$ cat config.mk
export PLATFORM = sky130hd
export DESIGN_NAME = generation_sequencer_flat
export DESIGN_NICKNAME = d
export VERILOG_FILES = /design/src/rtl/generation_sequencer_pkg.sv /design/src/rtl/generation_sequencer_if.sv /design/src/rtl/generation_sequencer_tick_prescaler.sv /design/src/rtl/generation_sequencer.sv /design/src/flat_wrapper.sv
export SDC_FILE = /design/constraint.sdc
export NUM_CORES = 1
export LEC_CHECK = 0
export ABC_AREA = 1
export CAP_MARGIN = 5
export CORE_MARGIN = 2
export CORE_UTILIZATION = 40
export CTS_BUF_LIST = sky130_fd_sc_hd__clkbuf_16
export DETAILED_ROUTE_END_ITERATION = 12
export SLEW_MARGIN = 20
export SYNTH_ARGS = -nofsm -noshare
export SYNTH_HDL_FRONTEND = slang
export SYNTH_SLANG_ARGS = --single-unit
$ cat constraint.sdc
create_clock -name clk -period 1.72 [get_ports clk]
set_clock_uncertainty 0.1 [all_clocks]
set_input_delay 0.43 -clock clk [delete_from_list [all_inputs] [get_ports clk]]
set_output_delay 0.43 -clock clk [all_outputs]
set_load 0.02 [all_outputs]
$ cat src/rtl/generation_sequencer_pkg.sv
// Shared types and defaults for the Game-of-Life generation sequencer.
// Latency: n/a (types only).
// Backpressure: n/a.
package generation_sequencer_pkg;

    localparam int COUNT_W_DEF    = 8;
    localparam int TICK_DIV_SIM   = 4;
    localparam int TICK_DIV_BOARD = 10_000_000;
    localparam int TIMEOUT_DEF    = 1_000_000;

    typedef enum logic [2:0] {
        ST_IDLE      = 3'd0,
        ST_WAIT_TICK = 3'd1,
        ST_START     = 3'd2,
        ST_BUSY      = 3'd3,
        ST_UPDATE    = 3'd4
    } state_t;

    // A generation is in flight from its start pulse through the count update.
    function automatic logic in_flight(input state_t s);
        return (s == ST_START) || (s == ST_BUSY) || (s == ST_UPDATE);
    endfunction

endpackage

$ cat src/rtl/generation_sequencer_if.sv
// Control, engine handshake and display-count signals of the sequencer.
// Latency: n/a (wiring only).
// Backpressure: none; all handshakes are single-cycle pulses.
interface generation_sequencer_if
    import generation_sequencer_pkg::*;
#(
    parameter int COUNT_W = COUNT_W_DEF
);
    logic               run_sw;
    logic               step_btn;
    logic               clear_btn;
    logic               gen_start;
    logic               gen_done;
    logic               busy;
    logic [COUNT_W-1:0] iter_count;
    logic               count_valid;
    logic               err;

    modport master (
        input  run_sw, step_btn, clear_btn, gen_done,
        output gen_start, busy, iter_count, count_valid, err
    );

    modport slave (
        output run_sw, step_btn, clear_btn, gen_done,
        input  gen_start, busy, iter_count, count_valid, err
    );
endinterface

$ cat src/rtl/generation_sequencer_tick_prescaler.sv
// Enable-based modulo-DIV counter with a registered terminal-count pulse.
// Latency: tc rises one cycle after the count reaches DIV-1.
// Backpressure: none; counting simply holds while en is low.
module generation_sequencer_tick_prescaler #(
    parameter int DIV = 4
) (
    input  logic clk,
    input  logic rst_n,
    input  logic en,
    input  logic clr,
    output logic tc
);
    localparam int W = (DIV > 1) ? $clog2(DIV) : 1;

    logic [W-1:0] cnt_q;

    always_ff @(posedge clk or negedge rst_n) begin
        if (!rst_n) begin
            cnt_q <= '0;
            tc    <= 1'b0;
        end else if (clr) begin
            cnt_q <= '0;
            tc    <= 1'b0;
        end else if (en && (cnt_q == W'(DIV - 1))) begin
            cnt_q <= '0;
            tc    <= 1'b1;
        end else if (en) begin
            cnt_q <= cnt_q + W'(1);
            tc    <= 1'b0;
        end else begin
            tc    <= 1'b0;
        end
    end
endmodule

$ cat src/rtl/generation_sequencer.sv
// Decides when the grid engine runs (run/pause/step) and owns the iteration count.
// Latency: step -> gen_start +1 cycle; gen_done -> iter_count/count_valid +2 cycles.
// Backpressure: step ignored while a generation is in flight; engine must answer within TIMEOUT.
module generation_sequencer
    import generation_sequencer_pkg::*;
#(
    parameter int TICK_DIV = TICK_DIV_BOARD,
    parameter int TIMEOUT  = TIMEOUT_DEF,
    parameter int COUNT_W  = COUNT_W_DEF,
    parameter bit WRAP     = 1'b1
) (
    input  logic                   clk,
    input  logic                   rst_n,
    generation_sequencer_if.master bus
);
    localparam int TO_W = (TIMEOUT > 1) ? $clog2(TIMEOUT) : 1;

    state_t             state_q, state_d;
    logic               tick;
    logic [TO_W-1:0]    to_cnt_q;
    logic               timeout_hit;
    logic [COUNT_W-1:0] cnt_q;
    logic [COUNT_W-1:0] cnt_next;
    logic               cnt_vld_q;
    logic               err_q;

    generation_sequencer_tick_prescaler #(.DIV(TICK_DIV)) u_tick (
        .clk   (clk),
        .rst_n (rst_n),
        .en    (state_q == ST_WAIT_TICK),
        .clr   (state_q != ST_WAIT_TICK),
        .tc    (tick)
    );

    assign timeout_hit = (TIMEOUT != 0) && (to_cnt_q == TO_W'(TIMEOUT - 1));
    assign cnt_next    = (!WRAP && (cnt_q == '1)) ? cnt_q : cnt_q + COUNT_W'(1);

    always_ff @(posedge clk or negedge rst_n) begin
        if (!rst_n) state_q <= ST_IDLE;
        else        state_q <= state_d;
    end

    always_comb begin
        state_d = state_q;
        case (state_q)
            ST_IDLE: begin
                if (bus.step_btn)    state_d = ST_START;
                else if (bus.run_sw) state_d = ST_WAIT_TICK;
            end
            // Pausing drops back to IDLE, which clears the partial tick period.
            ST_WAIT_TICK: begin
                if (!bus.run_sw) state_d = ST_IDLE;
                else if (tick)   state_d = ST_START;
            end
            ST_START: state_d = ST_BUSY;
            ST_BUSY: begin
                if (bus.gen_done)     state_d = ST_UPDATE;
                else if (timeout_hit) state_d = ST_IDLE;
            end
            ST_UPDATE: state_d = bus.run_sw ? ST_WAIT_TICK : ST_IDLE;
            default:   state_d = ST_IDLE;
        endcase
    end

    // Counts from the start cycle so the wait window ends TIMEOUT cycles after gen_start.
    always_ff @(posedge clk or negedge rst_n) begin
        if (!rst_n)                                         to_cnt_q <= '0;
        else if (state_q == ST_START || state_q == ST_BUSY) to_cnt_q <= to_cnt_q + TO_W'(1);
        else                                                to_cnt_q <= '0;
    end

    always_ff @(posedge clk or negedge rst_n) begin
        if (!rst_n) begin
            cnt_q     <= '0;
            cnt_vld_q <= 1'b0;
            err_q     <= 1'b0;
        end else begin
            cnt_vld_q <= bus.clear_btn || (state_q == ST_UPDATE);
            if (bus.clear_btn)             cnt_q <= '0;
            else if (state_q == ST_UPDATE) cnt_q <= cnt_next;
            if (state_q == ST_BUSY && !bus.gen_done && timeout_hit) err_q <= 1'b1;
            else if (bus.clear_btn)                                 err_q <= 1'b0;
        end
    end

    assign bus.gen_start   = (state_q == ST_START);
    assign bus.busy        = in_flight(state_q);
    assign bus.iter_count  = cnt_q;
    assign bus.count_valid = cnt_vld_q;
    assign bus.err         = err_q;
endmodule

$ cat src/flat_wrapper.sv
// flat-port wrapper written by rule: the top's interface ports become plain ports
module generation_sequencer_flat import generation_sequencer_pkg::*;
#(
    parameter int TICK_DIV = TICK_DIV_BOARD,
    parameter int TIMEOUT  = TIMEOUT_DEF,
    parameter int COUNT_W  = COUNT_W_DEF,
    parameter bit WRAP     = 1'b1
)
  (clk, rst_n, bus_run_sw, bus_step_btn, bus_clear_btn, bus_gen_done, bus_gen_start, bus_busy, bus_iter_count, bus_count_valid, bus_err);
  generation_sequencer_if #(.COUNT_W(COUNT_W)) bus_i ();
  input  logic clk;
  input  logic rst_n;
  input wire logic [$bits(bus_i.run_sw)-1:0] bus_run_sw;
  input wire logic [$bits(bus_i.step_btn)-1:0] bus_step_btn;
  input wire logic [$bits(bus_i.clear_btn)-1:0] bus_clear_btn;
  input wire logic [$bits(bus_i.gen_done)-1:0] bus_gen_done;
  output wire logic [$bits(bus_i.gen_start)-1:0] bus_gen_start;
  output wire logic [$bits(bus_i.busy)-1:0] bus_busy;
  output wire logic [$bits(bus_i.iter_count)-1:0] bus_iter_count;
  output wire logic [$bits(bus_i.count_valid)-1:0] bus_count_valid;
  output wire logic [$bits(bus_i.err)-1:0] bus_err;
  assign bus_i.run_sw = bus_run_sw;
  assign bus_i.step_btn = bus_step_btn;
  assign bus_i.clear_btn = bus_clear_btn;
  assign bus_i.gen_done = bus_gen_done;
  assign bus_gen_start = bus_i.gen_start;
  assign bus_busy = bus_i.busy;
  assign bus_iter_count = bus_i.iter_count;
  assign bus_count_valid = bus_i.count_valid;
  assign bus_err = bus_i.err;
  generation_sequencer #(.TICK_DIV(TICK_DIV), .TIMEOUT(TIMEOUT), .COUNT_W(COUNT_W), .WRAP(WRAP)) u_core (.clk(clk), .rst_n(rst_n), .bus(bus_i));
endmodule
* Word-level counts from Yosys, hierarchy flattened
Index checks and enable logic that the tools add are counted.
** Cells by class
- Equality and inequality tests :: 10
- $add $sub $neg :: 3
- Mux-type cells :: 18
- Reductions and logical operators :: 12
** Operator list (count)
- $mux W24 :: 3
- $add A24 B1 Y24 const B :: 1
- $eq A24 B24 Y1 const B :: 1
- $add A20 B1 Y20 const B :: 1
- $eq A20 B20 Y1 const B :: 1
- $mux W20 :: 1
- $mux W3 :: 6
- $mux W8 :: 2
- $pmux W3 S5 :: 1
- $add A8 B1 Y8 const B :: 1
- $eq A3 B2 Y1 const B :: 2
- $ne A3 B2 Y1 const B :: 2
- $mux W1 :: 5
- $reduce_bool A2 Y1 :: 2
- $eq A3 B1 Y1 const B :: 1
- $eq A3 B3 Y1 const B :: 1
- $logic_and A1 B1 Y1 :: 3
- $logic_not A3 Y1 :: 1
- $logic_or A1 B1 Y1 :: 3
- $ne A3 B1 Y1 const B :: 1
- $ne A3 B3 Y1 const B :: 1
- $reduce_and A3 Y1 :: 1
- $reduce_bool A3 Y1 :: 1
- $logic_not A1 Y1 :: 1
** Word-level totals
- Output and inout port bits :: 12
- Logic and storage cells :: 50
- Register bits :: 58
- Input bits :: 6

* Logic depth before layout (Yosys ltp)
Gate-level depths: netlist (run 1).
- Depth in word-level cells :: 4
- Gate-level depth with buffers :: 10
- Depth with buffers taken out :: 10

* Hierarchy
From an unflattened synthesis (run 1), not the netlist that was laid out.
** Unflattened totals
- Cell total of the unflattened synthesis :: 469
- Area total of the unflattened synthesis :: 3474.6 µm²
** By module, submodules not included
- generation_sequencer :: seq. area each 825.8 µm², area each 1878.1 µm², instances 1, cells an instance 246
- generation_sequencer_tick_prescaler :: seq. area each 625.6 µm², area each 1596.5 µm², instances 1, cells an instance 223

* Worst setup path after synthesis (run 1)
OpenSTA, ideal clock, no wires.
- Path kind :: register to output
- Start :: register u_core.state_q[2]
- End :: output port bus_gen_start
- Buffers on the path :: 0
- Stages on the path, launching flop included :: 4
- Data arrival time :: 1053 ps
- Data required time :: 1190 ps
- Slack :: 137 ps
- Cell sequence :: dfrtp_1 nor2_4 inv_2 nor2_1
** Between the ends
- Longest elaborated chain between the ends :: 1
** Ends and longest elaborated chain
- start: declaration :: line generation_sequencer.sv:18 : state_t state_q, state_d;
- start signal: assignment :: line generation_sequencer.sv:40 : else state_q <= state_d;
- $eq A3 B2 Y1 :: line generation_sequencer.sv:86 : assign bus.gen_start = (state_q == ST_START);
- end: declaration :: line flat_wrapper.sv:17 : output wire logic [$bits(bus_i.gen_start)-1:0] bus_gen_start;
Every way passes these cells.

* Worst setup path in the final report (run 1)
- Start :: register u_core.state_q[1]
- End :: output port bus_gen_start
Same word-level chain as after synthesis.

==> flow_summary_export.csv, run 1 <==
group,metric,value,unit
placement,portBuffers,17,
run,maxCapViolations,0,
yosys,ys_seq_elements,58,
global_routing,grt_overflow,0,
yosys,synthTopCellsByCount,"nand2_1 (106), nor2_1 (87), dfrtp_1 (58)",
setup_path,cp-end-kind,"primary output",
floorplanning,die_height,95.6,um
detailed_routing,dr_total_vias,2914,
sta,hold_ws,0.00319,ns
placement,dp_slack,-0.160,ns
global_routing,grt_use_total,0.180,
yosys,yosysTopAreaCellShare,0.432,
yosys,synth_flop_cell,"dfrtp_1",
yosys,synth_area,3360,um^2
global_routing,antenna_found_initial,0,
sta,hold_violations,0,
cells_and_area,multi_input_area,1680,um^2
yosys,synth_area_leaders,"dfrtp_1 (43%), nand2_1 (12%), nor2_1 (9.7%)",
yosys,synthXorXnorAreaFrac,0.0313,
cells_and_area,final-seq-area,1450,um^2
detailed_routing,routed_wl,7220,um
yosys,synthMuxAreaShare,0,
detailed_routing,remaining_drc_errors,0,
sta,tightest_slew,0.423,ns
sta,drv_slew,0,
clock_tree,clockBufferDepth,2,
yosys,async_flop_share,1.00,
yosys,synth_most_common_cell,"nand2_1",
cells_and_area,layout.nets,510,
sta,rsz0062_at_grt,"true",
cells_and_area,num_antenna_cells,0,
yosys,synth_enable_flop_cells,0,
sta,fin_setup_tns,0,ns
setup_path,critical_path_arrival,1.15,ns
placement,gp_congestion,0.850,
pwr,power.total,0.00444,W
placement,dp_hpwl,5380,um
yosys,netlist_instances,453,
sta,fmax,595,MHz
sta,setup_viol,0,
sta,slew_headroom,0.718,
cells_and_area,area_growth_syn_to_layout,23.0,%
pwr,power_leakage,1.88,nW
yosys,synth_nets,462,
yosys,yosys.area_share.simple,0.390,
cells_and_area,final_layout_size_suffix_gt1_frac,0.168,
clock_tree,clockRootBuffer,"clkbuf_16",
global_routing,grt_pass1_wl,12800,um
status,status,"completed",
yosys,yosysSeqAreaShare,0.432,
clock_tree,insertion_delay,0.32,ns
floorplanning,pin_count,18,
yosys,synth_fa_ha_area_frac,0.0112,
floorplanning,die-area,9140,um^2
global_routing,grt_max_degree,34,
yosys,synth_largest_area_cell,"dfrtp_1",
pwr,powerDensity,1070,nW/um^2
floorplanning,start_util,0.411,
sta,period_minus_slack,1.68,ns
setup_path,worstPathMaxFanout,3,
sta,finalCritPeriodShare,0.976,
clock_tree,cts_tree,"yes",
detailed_routing,wl_per_cell,11.8,um
detailed_routing,route.antenna.remaining_nets,0,
clock_tree,cts_htree_levels,3,
clock_tree,clk_pin_slew_worst_paths,0.05,ns
cells_and_area,fillers,792,
worst_hold_path,hold_path.class,"input pin to async pin",
sta,setup_ws,0.0406,ns
detailed_routing,avgViaCountPerCell,4.77,
setup_path,worstSetupPathType,"flop to primary output",
yosys,syn_avg_cell_area,7.41,um^2
floorplanning,num_rows,33,
floorplanning,core-area,8180,um^2
clock_tree,clock-sinks,58,
detailed_routing,drt_iter0_markers,134,
setup_path,crit_required,1.19,ns
yosys,yosys_warnings,0,
floorplanning,die_x,95.6,um
clock_tree,cts_buffers,9,
pwr,peakVddDrop,0.520,mV
yosys,yosysUniqueCellTypes,36,
yosys,synth_top_family_by_area,"simple AND/OR/NAND/NOR gates",
yosys,synth_compound_area_frac,0.0615,
setup_path,startpoint_type,"flop",
detailed_routing,first_pass_iters,4,
global_routing,first_global_vias,2843,
cell families after synthesis:
group / count (synthesis)
xor gates and xnor gates: 12
buffers and inverters: 65
DFF: 58
and+or+nand+nor: 277
AOI/OAI and AO/OA: 38
adders and majority gates: 3
power breakdown:
group,switching [W],internal [W],total (W)
Combinational,0.000633,0.000445,0.00108
Clock,0.000610,0.00125,0.00186
Sequential,0.0000634,0.00144,0.00150
through the flow:
step / instances / utilization / area [um^2]
after detailed placement: 592 / 0.463 / 3790
after CTS: 608 / 0.500 / 4090
after global routing: 611 / 0.505 / 4130
after floorplan: 453 / - / 3360
after global placement: 592 / 0.463 / 3790
final: 611 / 0.505 / 4130
layout by cell type, fill, tap and decap left out, drive strengths merged, types with 9 or more instances in the layout:
| cell type | synthesis | routed |
|---|---|---|
| dlygate4sd2 | 0 | 10 |
| o21ai | 16 | 16 |
| a21oi | 17 | 17 |
| dfrtp | 58 | 58 |
| inv | 62 | 63 |
| nand2 | 116 | 116 |
| nor3 | 10 | 10 |
| clkbuf | 0 | 9 |
| buf | 2 | 25 |
| nor2 | 104 | 104 |
| nand3 | 31 | 31 |
| xor2 | 9 | 9 |
registers in the layout, indices dropped and copies added (netlist names):
| name | cells |
|---|---|
| u_core.bus.iter_count | 8 |
| u_core.u_tick.tc | 1 |
| u_core.to_cnt_q | 20 |
| u_core.state_q | 3 |
| u_core.bus.count_valid | 1 |
| u_core.bus.err | 1 |
| u_core.u_tick.cnt_q | 24 |
what timing repair did:
action	CTS	global route
cloned	0	0
resized for setup	24	6
setup buffers	0	3
hold buffers	0	0
setup endpoints to repair	12	12
final cells by class:
| type | instances | area share |
|---|---|---|
| well taps | 105 | 0.0318 |
| clock inverters | 7 | 0.0206 |
| inverters | 63 | 0.0572 |
| clock buffers | 9 | 0.0545 |
| flip-flops and latches | 58 | 0.351 |
| repair buffers | 39 | 0.0784 |
| multi-input cells | 330 | 0.406 |
per-layer routing:
metal  global-route usage  routed length (um)  vias up
met2                0.296                3230       62
li1                     -                   -     1520
met5                    0                   0        -
met3               0.0403                 289       10
met4               0.0667                 118        0
met1                0.232                3580     1322
worst max-delay path, cell delays in order, from the launching register on:
cell and delay (ns):
dfrtp_1 0.40, inv_2 0.07, nor2_4 0.09, inv_2 0.06, nor2_4 0.09, buf_6 0.12
path summary, 6_finish.rpt:
| kind | start | cells past startpoint | slack [ns] | to |
|---|---|---|---|---|
| max reg2reg | u_core.to_cnt_q[0] | 8 | 0.10 | u_core.state_q[0] |
| min reg2reg | u_core.bus.err | 1 | 0.39 | u_core.bus.err |
| min in group clk | u_core.bus.err | 1 | 0.39 | u_core.bus.err |
| max in group asynchronous | rst_n | 2 | 1.16 | u_core.u_tick.cnt_q[12] |
| max | u_core.state_q[1] | 5 | 0.04 | bus_gen_start |
| min | rst_n | 2 | 0.003 | u_core.to_cnt_q[11] |
Note: power is estimated with default switching activity, not from simulation.
==> run 2, diff against run 1 <==
--- a/config.mk
+++ b/config.mk
@@ -11,6 +11,7 @@
 export CORE_UTILIZATION = 40
 export CTS_BUF_LIST = sky130_fd_sc_hd__clkbuf_16
 export DETAILED_ROUTE_END_ITERATION = 12
+export SETUP_SLACK_MARGIN = 0.15
 export SLEW_MARGIN = 20
 export SYNTH_ARGS = -nofsm -noshare
 export SYNTH_HDL_FRONTEND = slang
==> run 2 against run 1 <==
Net effect:
- clock power decreased by 16%
- utilization increased by 2.5 points
- critical path type unchanged
- critical endpoint unchanged
- global-route usage increased by 0.22 points
- first-iteration DRC count decreased by 11%
- register-to-register slack improved by 0.07 ns
- wire length increased by 3.6%
- worst hold slack improved by 0.40 ns
- non-clock buffer count increased by 10
- fmax decreased by 0.51%
- sequential cell count unchanged
- sequential power about the same
- worst setup slack got worse by 0.0086 ns
==> flow_summary_export.csv, run 2 (same netlist as run 1, synthesis figures left out) <==
group,metric,value,unit
status,status,"completed",
placement,place_area,3800,um^2
detailed_routing,routed_wl,7480,um
cells_and_area,final_common_cell,"nand2_1",
sta,rsz0062_at_grt,"true",
sta,hold_violations,0,
cells_and_area,layout_common_cells,"nand2_1 (101), nor2_1 (72), dfrtp_1 (56)",
floorplanning,pin_count,18,
worst_hold_path,hold_depth,1,
floorplanning,start_util,0.411,
clock_tree,clockRootBuffer,"clkbuf_16",
sta,tightest_slew,0.303,ns
cells_and_area,largest_reg_flops,24,
sta,drv_slew,0,
detailed_routing,remaining_drc_errors,0,
sta,slew_headroom,0.796,
clock_tree,clk_pin_slew_worst_paths,0.05,ns
run,maxCapViolations,0,
setup_path,critPathSlowestCell,"dfrtp_1",
pwr,powerDensity,989,nW/um^2
setup_path,crit_chain,"nor2_4, inv_2, nor2_4, buf_6",
setup_path,worstPathMaxFanout,3,
cells_and_area,final_cell_area,4330,um^2
setup_path,critical_path_arrival,1.16,ns
detailed_routing,drt_iter0_markers,119,
placement,portBuffers,17,
sta,finalCritPeriodShare,0.981,
global_routing,grt_max_degree,37,
detailed_routing,dr_total_vias,3013,
clock_tree,clockBufferDepth,2,
detailed_routing,m1WireLength,3530,um
placement,dp_slack,-0.126,ns
setup_path,cp_common_cell,"nor2_4",
sta,setup_ws,0.0321,ns
setup_path,crit_required,1.19,ns
cells_and_area,top_register,"u_core.u_tick.cnt_q",
sta,period_minus_slack,1.69,ns
floorplanning,die-area,9140,um^2
detailed_routing,top_layer_used,"met4",
sta,fmax,592,MHz
worst_hold_path,hold_path.class,"flop to flop",
clock_tree,cts_htree_levels,3,
setup_path,worstSetupPathType,"flop to primary output",
clock_tree,cts_buffers,9,
global_routing,antenna_found_initial,0,
detailed_routing,wl_met2,3490,um
cells_and_area,area_growth_syn_to_layout,29.1,%
global_routing,grt_overflow,0,
setup_path,startpoint_type,"flop",
detailed_routing,wl_per_cell,12.0,um
setup_path,cp-end-kind,"primary output",
pwr,power_leakage,1.92,nW
clock_tree,insertion_delay,0.33,ns
floorplanning,die_height,95.6,um
global_routing,grt_use_total,0.183,
detailed_routing,first_pass_iters,4,
cells_and_area,final_layout_size_suffix_gt1_frac,0.248,
pwr,peakVddDrop,0.531,mV
detailed_routing,met3WireLength,306,um
floorplanning,num_rows,33,
floorplanning,die_x,95.6,um
global_routing,first_global_vias,2845,
sta,setup_viol,0,
global_routing,grt_pass1_wl,12800,um
clock_tree,cts_tree,"yes",
setup_path,cp_slowest_stage_delay,0.41,ns
detailed_routing,route.antenna.remaining_nets,0,
setup_path,r2r_cells,8,
clock_tree,clock-sinks,58,
placement,dp_hpwl,5470,um
cells_and_area,layout.nets,520,
detailed_routing,avgViaCountPerCell,4.85,
cells_and_area,num_antenna_cells,0,
floorplanning,core-area,8180,um^2
placement,gp_congestion,0.871,
## run 2: cell types whose count changed in the layout (fill, tap and decap cells not counted), sizes merged
cell,change
buf,+10
dlygate4sd2,-8
clkdlybuf4s15,+4
clkbuf,+3
bufinv,-2
clkinv,+1
clkinvlp,+1
dlygate4sd3,+1
## run 2: metrics by stage
step	hold WS (ns)	utilization	setup TNS, ns	power, W	instances
finish	0.402	0.530	0	0.00429	621
global route	0.429	0.530	-0.0360	0.00453	621
CTS	0.385	0.508	0	0.00420	613
detailed placement	0.323	0.465	-0.203	0.00252	592
global placement	0.320	0.465	-0.122	0.00250	592
floorplan	0.0344	-	0	0.00208	453
## run 2: final timing paths
| kind | slack [ns] | end | startpoint |
|---|---|---|---|
| setup / recovery | 0.03 | bus_gen_start | u_core.state_q[2] |
| hold / removal | 0.40 | u_core.bus.err | u_core.bus.err |
| setup reg to reg | 0.17 | u_core.u_tick.cnt_q[19] | u_core.state_q[2] |
| hold reg to reg | 0.40 | u_core.bus.err | u_core.bus.err |
| max in group asynchronous | 0.73 | u_core.u_tick.cnt_q[20] | rst_n |
| min in group asynchronous | 0.50 | u_core.to_cnt_q[16] | rst_n |
## run 2: cell type report
cell class,instances,area [um^2]
flip-flops and latches,58,1450
clock inverters,7,37.5
repair buffers,49,410
inverters,63,236
well taps,105,131
multi-input cells,330,1840
fillers,762,3840
clock buffers,9,225
## run 2: timing repair
item                                    CTS  global route
hold buffers                              1             0
gates resized for setup                  43            44
hold endpoints to repair                 36             0
endpoints found under the setup margin   27            37
buffers inserted                          4             8
pin swaps                                 5            20
## run 2: per-layer routing
metal  up-vias  GRT usage
met5         -          0
met3        12     0.0466
li1       1554          -
met2        56      0.288
met4         0     0.0774
met1      1391      0.237
## run 2: worst max-delay path: cells and delay by family, from the launching register on
family	cells	cell delay [ns]
flops	1	0.41
buf+inv	2	0.19
simple gates	2	0.22
## run 2: power breakdown
| group | leakage, nW | switching, W | internal, W | total (W) |
|---|---|---|---|---|
| logic | 0.996 | 0.000706 | 0.000507 | 0.00121 |
| clock network | 0.130 | 0.000612 | 0.000953 | 0.00157 |
| registers | 0.799 | 0.0000698 | 0.00144 | 0.00151 |
==> run 3, diff against run 2 <==
--- a/config.mk
+++ b/config.mk
@@ -8,7 +8,7 @@
 export ABC_AREA = 1
 export CAP_MARGIN = 5
 export CORE_MARGIN = 2
-export CORE_UTILIZATION = 40
+export CORE_UTILIZATION = 45
 export CTS_BUF_LIST = sky130_fd_sc_hd__clkbuf_16
 export DETAILED_ROUTE_END_ITERATION = 12
 export SETUP_SLACK_MARGIN = 0.15
==> run 3 against run 2 <==
Net effect:
- utilization is 8.6 points higher
- largest cell class unchanged
- cell area is 3.1% higher
- critical path type unchanged
- largest power group unchanged
- sequential cell count stayed put
- non-clock buffer count is 1 lower
- via count is 1.2% lower
- total power is 11% higher
- clock power is 28% higher
- combinational power hardly changed
- register-to-register slack worse by 0.04 ns
- final cell count is 1.1% lower
- wire length is 2.7% higher
==> flow_summary_export.csv, run 3 (same netlist as run 1, synthesis figures left out) <==
group,metric,value,unit
sta,fmax,591,MHz
cells_and_area,final_common_cell,"nand2_1",
setup_path,worstPathMaxFanout,3,
cells_and_area,num_antenna_cells,0,
cells_and_area,layout_common_cells,"nand2_1 (100), nor2_1 (72), inv_1 (56)",
cells_and_area,top_register,"u_core.u_tick.cnt_q",
detailed_routing,wl_per_cell,12.5,um
sta,tightest_slew,0.326,ns
floorplanning,pin_count,18,
pwr,power_leakage,2.00,nW
pwr,p_comb_frac,0.256,
pwr,powerDensity,1060,nW/um^2
cells_and_area,final_layout_size_suffix_gt1_frac,0.250,
clock_tree,clk_pin_slew_worst_paths,0.05,ns
setup_path,worstSetupPathType,"flop to primary output",
sta,setup_viol,0,
cells_and_area,fin_util,0.616,
pwr,internal-power,0.00335,W
detailed_routing,avgViaCountPerCell,4.85,
global_routing,grt_max_degree,31,
pwr,power.total,0.00475,W
setup_path,cp-end-kind,"primary output",
sta,period_minus_slack,1.69,ns
placement,dp.cells,584,
detailed_routing,remaining_drc_errors,0,
cells_and_area,area_growth_syn_to_layout,33.1,%
placement,dp_hpwl,5460,um
pwr,swShare,0.294,
pwr,switchingPower,0.00140,W
run,maxCapViolations,0,
placement,gp_congestion,0.867,
detailed_routing,first_pass_iters,4,
setup_path,crit_required,1.19,ns
sta,slew_headroom,0.781,
cells_and_area,layout.nets,519,
sta,hold_violations,0,
floorplanning,die-area,8170,um^2
global_routing,grt_pass1_wl,13000,um
setup_path,reg2reg_from,"u_core.u_tick.cnt_q[1]",
pwr,clkPwrFrac,0.424,
global_routing,antenna_found_initial,0,
floorplanning,die_height,90.4,um
clock_tree,cts_tree,"yes",
setup_path,r2r_cells,8,
pwr,seqPwrFrac,0.320,
setup_path,startpoint,"u_core.state_q[1]",
clock_tree,clock-sinks,58,
worst_hold_path,hold_path.class,"input pin to async pin",
detailed_routing,route.antenna.remaining_nets,0,
global_routing,first_global_vias,2807,
global_routing,grt_use_total,0.198,
cells_and_area,final_cells,614,
sta,drv_slew,0,
detailed_routing,routed_wl,7680,um
sta,finalCritPeriodShare,0.983,
sta,rsz0062_at_grt,"true",
floorplanning,start_util,0.463,
cells_and_area,largest_reg_flops,24,
detailed_routing,drt_iter0_markers,123,
clock_tree,insertion_delay,0.33,ns
clock_tree,cts_htree_levels,3,
status,status,"completed",
placement,portBuffers,17,
clock_tree,clockBufferDepth,2,
setup_path,startpoint_type,"flop",
setup_path,critical_path_arrival,1.16,ns
detailed_routing,dr_total_vias,2978,
pwr,peakVddDrop,0.636,mV
floorplanning,core-area,7250,um^2
global_routing,grt_overflow,0,
clock_tree,cts_buffers,9,
floorplanning,num_rows,31,
clock_tree,clockRootBuffer,"clkbuf_16",
floorplanning,die_x,90.4,um
## run 3: worst paths after layout
path                                           to  slack (ns)
min                           u_core.to_cnt_q[17]        0.36
min reg2reg                        u_core.bus.err        0.39
max                                 bus_gen_start        0.03
max reg2reg                u_core.u_tick.cnt_q[9]        0.13
max in group asynchronous      u_core.to_cnt_q[2]        0.61
min in group clk                   u_core.bus.err        0.39
## run 3: stage by stage
step	instance area (um^2)	setup TNS (ns)	setup WS (ns)	hold slack (ns)
3_5_place_dp	3780	-0.194	-0.104	0.167
6_report	4470	0	0.0290	0.357
2_1_floorplan	3360	0	0.238	0.0344
5_1_grt	4470	-0.0542	-0.0419	0.374
3_3_place_gp	3780	-0.181	-0.101	0.168
4_1_cts	4190	0	0.0146	0.354
## run 3: what timing repair did
action / in CTS / in global routing
endpoints found under the hold margin: 4 / 0
gates resized for setup: 45 / 53
hold buffers: 1 / 0
setup buffers: 1 / 12
endpoints found under the setup margin: 28 / 34
pin swaps: 2 / 24
## run 3: layout make-up
cell class / instances / area (um^2)
clock buffer: 9 / 225
clock inverter: 7 / 109
fill: 655 / 2780
inverter: 63 / 236
multi-input combinational: 330 / 1890
sequential: 58 / 1460
tap: 99 / 124
timing repair buffer: 48 / 429
## run 3: metal layers
| metal | routed length [um] | up-vias | share of wire | track usage |
|---|---|---|---|---|
| met5 | 0 | - | 0 | 0 |
| met2 | 3820 | 57 | 0.50 | 0.328 |
| li1 | - | 1538 | - | - |
| met1 | 3440 | 1370 | 0.45 | 0.252 |
| met4 | 155 | 0 | 0.020 | 0.0949 |
| met3 | 267 | 13 | 0.035 | 0.0326 |
## run 3: power groups by stage
| stage | combinational (W) | sequential, W | clock (W) |
|---|---|---|---|
| floorplan | 0.000552 | 0.00153 | 0 |
| global route | 0.00134 | 0.00153 | 0.00212 |
| detailed placement | 0.00100 | 0.00151 | 0 |
| finish | 0.00122 | 0.00152 | 0.00201 |
| global placement | 0.000989 | 0.00151 | 0 |
| CTS | 0.00108 | 0.00151 | 0.00205 |
## run 3: critical path, stage by stage, from the launching register on
cell	delay, ns
dfrtp_1	0.40
inv_2	0.07
nor2_4	0.09
inv_2	0.06
nor2_4	0.09
buf_6	0.12
